==> src/rtl/cc_serializer.sv <==
// R-channel read-data responder: captures a full cache line and streams it
// as a wrap burst of DATA_WIDTH beats, starting at the requested word.
module cc_serializer #(
  parameter int DATA_WIDTH = 64,
  parameter int LINE_WIDTH = 512,
  parameter int BEAT_CNT   = LINE_WIDTH / DATA_WIDTH
) (
  input  logic                  clk,
  input  logic                  rst_n,
  input  logic                  line_valid_i,
  output logic                  line_ready_o,
  input  logic [LINE_WIDTH-1:0] line_data_i,
  input  logic [5:0]            line_offset_i,
  output logic                  inct_rvalid_o,
  input  logic                  inct_rready_i,
  output logic [DATA_WIDTH-1:0] inct_rdata_o,
  output logic [1:0]            inct_rresp_o,
  output logic                  inct_rlast_o,
  output logic                  busy_o
);

  localparam int IDX_W  = (BEAT_CNT > 1) ? $clog2(BEAT_CNT) : 1;
  localparam int BYTE_W = $clog2(DATA_WIDTH / 8);
  localparam logic [IDX_W-1:0] LAST_BEAT = IDX_W'(BEAT_CNT - 1);

  typedef enum logic {IDLE, SEND} state_e;

  state_e                state_q, state_d;
  logic [LINE_WIDTH-1:0] buf_q, buf_d;
  logic [IDX_W-1:0]      idx_q, idx_d;
  logic [IDX_W-1:0]      cnt_q, cnt_d;
  logic                  rvalid_q, rvalid_d;
  logic                  rlast_q, rlast_d;
  logic [DATA_WIDTH-1:0] rdata_q, rdata_d;

  logic                  handshake;
  logic                  last_hs;
  logic                  accept;
  logic [IDX_W-1:0]      start_idx;
  logic [IDX_W-1:0]      next_idx;
  logic                  unused_offset;

  // Byte-within-word bits of the request offset do not affect beat order.
  assign unused_offset = ^line_offset_i[BYTE_W-1:0];
  assign start_idx     = line_offset_i[BYTE_W +: IDX_W];

  assign handshake    = rvalid_q & inct_rready_i;
  assign last_hs      = handshake & rlast_q;
  // Ready in the final-beat cycle lets the next line follow with no bubble.
  assign line_ready_o = (state_q == IDLE) | last_hs;
  assign accept       = line_valid_i & line_ready_o;
  assign next_idx     = idx_q + 1'b1;

  always_comb begin
    // NOTE: every signal gets a default first so no path leaves it unassigned,
    // which would otherwise infer a latch.
    state_d  = state_q;
    buf_d    = buf_q;
    idx_d    = idx_q;
    cnt_d    = cnt_q;
    rvalid_d = rvalid_q;
    rlast_d  = rlast_q;
    rdata_d  = rdata_q;

    if (accept) begin
      state_d  = SEND;
      buf_d    = line_data_i;
      idx_d    = start_idx;
      cnt_d    = '0;
      rvalid_d = 1'b1;
      rlast_d  = (LAST_BEAT == '0);
      rdata_d  = line_data_i[start_idx*DATA_WIDTH +: DATA_WIDTH];
    end else if (last_hs) begin
      state_d  = IDLE;
      rvalid_d = 1'b0;
      rlast_d  = 1'b0;
    end else if (handshake) begin
      // Index wraps naturally because BEAT_CNT is a power of two.
      idx_d    = next_idx;
      cnt_d    = cnt_q + 1'b1;
      rlast_d  = ((cnt_q + 1'b1) == LAST_BEAT);
      rdata_d  = buf_q[next_idx*DATA_WIDTH +: DATA_WIDTH];
    end
  end

  // NOTE: sequential state uses non-blocking assignments so every flop samples
  // the pre-edge values; the line buffer is reset too so no X leaks onto rdata.
  always_ff @(posedge clk or negedge rst_n) begin
    if (!rst_n) begin
      state_q  <= IDLE;
      buf_q    <= '0;
      idx_q    <= '0;
      cnt_q    <= '0;
      rvalid_q <= 1'b0;
      rlast_q  <= 1'b0;
      rdata_q  <= '0;
    end else begin
      state_q  <= state_d;
      buf_q    <= buf_d;
      idx_q    <= idx_d;
      cnt_q    <= cnt_d;
      rvalid_q <= rvalid_d;
      rlast_q  <= rlast_d;
      rdata_q  <= rdata_d;
    end
  end

  assign inct_rvalid_o = rvalid_q;
  assign inct_rdata_o  = rdata_q;
  assign inct_rlast_o  = rlast_q;
  assign inct_rresp_o  = 2'b00;
  assign busy_o        = (state_q == SEND);

endmodule

==> config.mk <==
export PLATFORM = sky130hd
export DESIGN_NAME = cc_serializer
export DESIGN_NICKNAME = d
export VERILOG_FILES = /design/src/rtl/cc_serializer.sv
export SDC_FILE = /design/constraint.sdc
export NUM_CORES = 1
export LEC_CHECK = 0
export ABC_AREA = 1
export BUFFER_PORTS_ARGS = -buffer_cell sky130_fd_sc_hd__buf_2
export CELL_PAD_IN_SITES_DETAIL_PLACEMENT = 1
export CELL_PAD_IN_SITES_GLOBAL_PLACEMENT = 1
export CORE_ASPECT_RATIO = 1.75
export CORE_MARGIN = 2
export CORE_UTILIZATION = 40
export DETAILED_ROUTE_END_ITERATION = 8
export GPL_TIMING_DRIVEN = 0
export PLACE_DENSITY_LB_ADDON = 0.1
export SYNTH_ARGS = -nofsm -noshare
export SYNTH_HDL_FRONTEND = slang
export SYNTH_SLANG_ARGS = --single-unit
==> constraint.sdc <==
create_clock -name clk -period 2.2 [get_ports clk]
set_input_delay 0.33 -clock clk [delete_from_list [all_inputs] [get_ports clk]]
set_output_delay 0.33 -clock clk [all_outputs]
set_load 0.01 [all_outputs]
==> metrics.txt <==
detailed placement HPWL 129.2 mm; Mapped Area 33,220 um2; Cell Count, Final, Fillers Out 7,222; Avg Cell Area, Syn 6.653 um2; detailed-route wire length per cell 26.57 um; RSZ-0062 raised after global routing true; Sequential Area 14,610 um2; commonest cells in the netlist 1,741 x nand2_1, 903 x inv_1, 898 x nand3_1, 584 x dfrtp_1, 473 x o21ai_0; layout cells sized above 1 0.1480; required time worst endpoint 2.81 ns; Root Buffer clkbuf_16; Slew Viols, Final 0; post-route cell area 44,470 um2; Setup TNS -0.01190 ns; vias per cell 5.628; vias in the first global route 43,320; status finished, violations left; max cap viols 0; Compound-Gate Fraction of Synth Area 0.07890; Top FF cell, synth dfrtp_1; CTS tree built; drt drc 0; Max rail drop VDD 0.7127 mV; WP data arrival 2.82 ns; failing checks hold timing, setup timing; worst setup path start idx_q[0]; total global routing overflow 0; 1st-pass router iterations 7; I/O Pins 592; Multi-input gate area 13,750 um2; Period minus WS final 2.209 ns; endpoints failing hold 100; Simple-Gate Fraction of Synth Area 0.3322; Core Box Area 82,090 um2; Hold WS -0.2584 ns; placed insts 6,642; Hold Path Class input port to asynchronous set/reset pin; Area Overhead vs Synth 33.86%; register area share after synthesis 0.4399; pre-CTS setup slack -0.7676 ns; Setup CP Type register to register; Worst Clk Skew 0.03793 ns; vias 40,650; initial drt markers 3,849; clock slew at reported path FFs 0.07 ns; Max Clock Freq 452.8 MHz; largest net degree at the start of global routing 109; clk buf depth 3; Die Span Y 385.3 um; main combinational cell family by area after synthesis simple AND/OR/NAND/NOR gates; area leader, netlist dfrtp_1; Total Wirelength 191.9 mm; Worst slew margin 0.1118; CTS Buf Count 60; CP endpoint kind register; EDFF count, synth 0; final worst-path setup slack -0.008598 ns; Mapped Cells 4,994; Tcrit/Tclk final 1.004; reg-to-reg critical path startpoint idx_q[0]; top-area cell type share of the netlist area 0.4399; Global Route Usage Sum 0.4397; Port-buffer cells 585; die area 85,470 um2; Initial Utilization 0.4047; count leader, synth nand2_1; Final #Nets 6,627; final-report setup violation count 2; Synth async-reset ratio 1.000; Worst-Margin Slew 1.332 ns; post-route ant nets 0; CP Max Fanout 10; fill count 10,820; initial antenna violation count 15; PwrDens 1346 nW/um2; GPL Wtd Cong 0.9584; Post-Synth XOR/XNOR Area 0.001017; synth top area cells dfrtp_1 44%, nand2_1 20%, nand3_1 14%, inv_1 10%, o21ai_0 7.1%; multiplexer share of the synthesized area 0; die width 221.9 um; startpoint types register; Worst-Skew Late Latency 0.68 ns; count of clock tree sinks 584; H-Tree Depth 2; leakage 0.02468 uW; first-pass GRT wire length 276.8 mm; standard-cell rows 139; #FFs+latches synth 584; placed inst area 37,630 um2; Netlist cell types 22; Adder-Cell Fraction of Synth Area 0.001130; Ys Warns 0
through the flow:
stage                     total power, uW  utilization
after detailed placement            45970       0.4584
final                               59870       0.5418
after CTS                           58050       0.5395
after global routing                62670       0.5414
after global placement              45000       0.4566
after floorplan                     34150            -
cells in the final DEF (no fill, tap or decap):
cell / n
buf_16: 5
buf_12: 1
o22ai_1: 1
buf_6: 10
o211ai_1: 2
clkbuf_16: 61
o31ai_1: 1
buf_2: 687
clkbuf_4: 29
bufinv_16: 3
nand2_1: 1741
clkinv_2: 9
dfrtp_1: 584
buf_8: 1
conb_1: 2
o21ai_1: 44
a21oi_1: 2
buf_4: 19
clkinv_1: 2
nor2_1: 1
ha_1: 3
inv_1: 903
clkbuf_1: 117
clkbuf_8: 18
diode_2: 16
xor2_1: 2
dlygate4sd3_1: 454
o21ai_2: 1
o21ai_0: 471
clkbuf_2: 61
xnor2_4: 1
buf_1: 11
nor2_2: 1
nand3_1: 898
inv_6: 2
inv_2: 1
path summary, 6_finish.rpt:
path / end / cells past startpoint / slack [ns]
hold / removal: buf_q[454] / 1 / -0.26
max in group asynchronous: buf_q[227] / 4 / 0.51
setup reg to reg: inct_rdata_o[42] / 8 / -0.009
min in group clk: buf_q[400] / 3 / 0.02
setup / recovery: inct_rdata_o[42] / 8 / -0.009
hold reg to reg: buf_q[322] / 2 / 0.48
worst max-delay path, cell delays in order (launching register included):
cell	delay, ns
dfrtp_1	0.40
ha_1	0.44
inv_1	0.14
buf_4	0.30
buf_6	0.24
nand3_1	0.22
nand3_1	0.15
nand3_1	0.13
nand3_1	0.12
state kept, by name, indices dropped and copies added, names as in the netlist:
signal and cells:
idx_q 3, inct_rlast_o 1, cnt_q 3, inct_rdata_o 64, inct_rvalid_o 1, buf_q 512
power by group:
group | total, uW | switching, uW | internal, uW | leakage (uW)
Clock | 11000 | 4960 | 6030 | 0.000987
Sequential | 18900 | 3150 | 15800 | 0.00730
Combinational | 30000 | 20600 | 9380 | 0.0164
Total | 59900 | 28700 | 31200 | 0.0247
what timing repair did:
item / CTS / global route
pin swaps: 1 / 0
endpoints found under the setup margin: 100 / 389
gates resized for setup: 85 / 119
hold endpoints to repair: 552 / 102
hold buffers: 452 / 2
setup buffers: 3 / 0
layout make-up:
class,instances,area share
repair buffers,1047,0.1721
diodes,16,0.0009003
inverters,906,0.07647
well taps,1057,0.02974
flip-flops and latches,584,0.3286
clock inverters,14,0.003432
plain buffers,332,0.03821
clock buffers,95,0.04124
multi-input cells,3171,0.3093
kinds of logic after synthesis:
group / count (synthesis)
xor+xnor: 3
buf+inv: 1240
fa+ha+maj: 3
simple gates: 2641
other cells: 1
compound gates: 522
flops: 584
metal layers:
metal / vias up / GRT usage / wire [um]
met5: - / 0 / 67
met4: 10 / 0.3482 / 17720
met3: 835 / 0.07416 / 14300
met2: 2372 / 0.7347 / 90030
met1: 19900 / 0.5004 / 69750
li1: 17530 / - / -
Note: power is estimated with default switching activity, not from simulation.
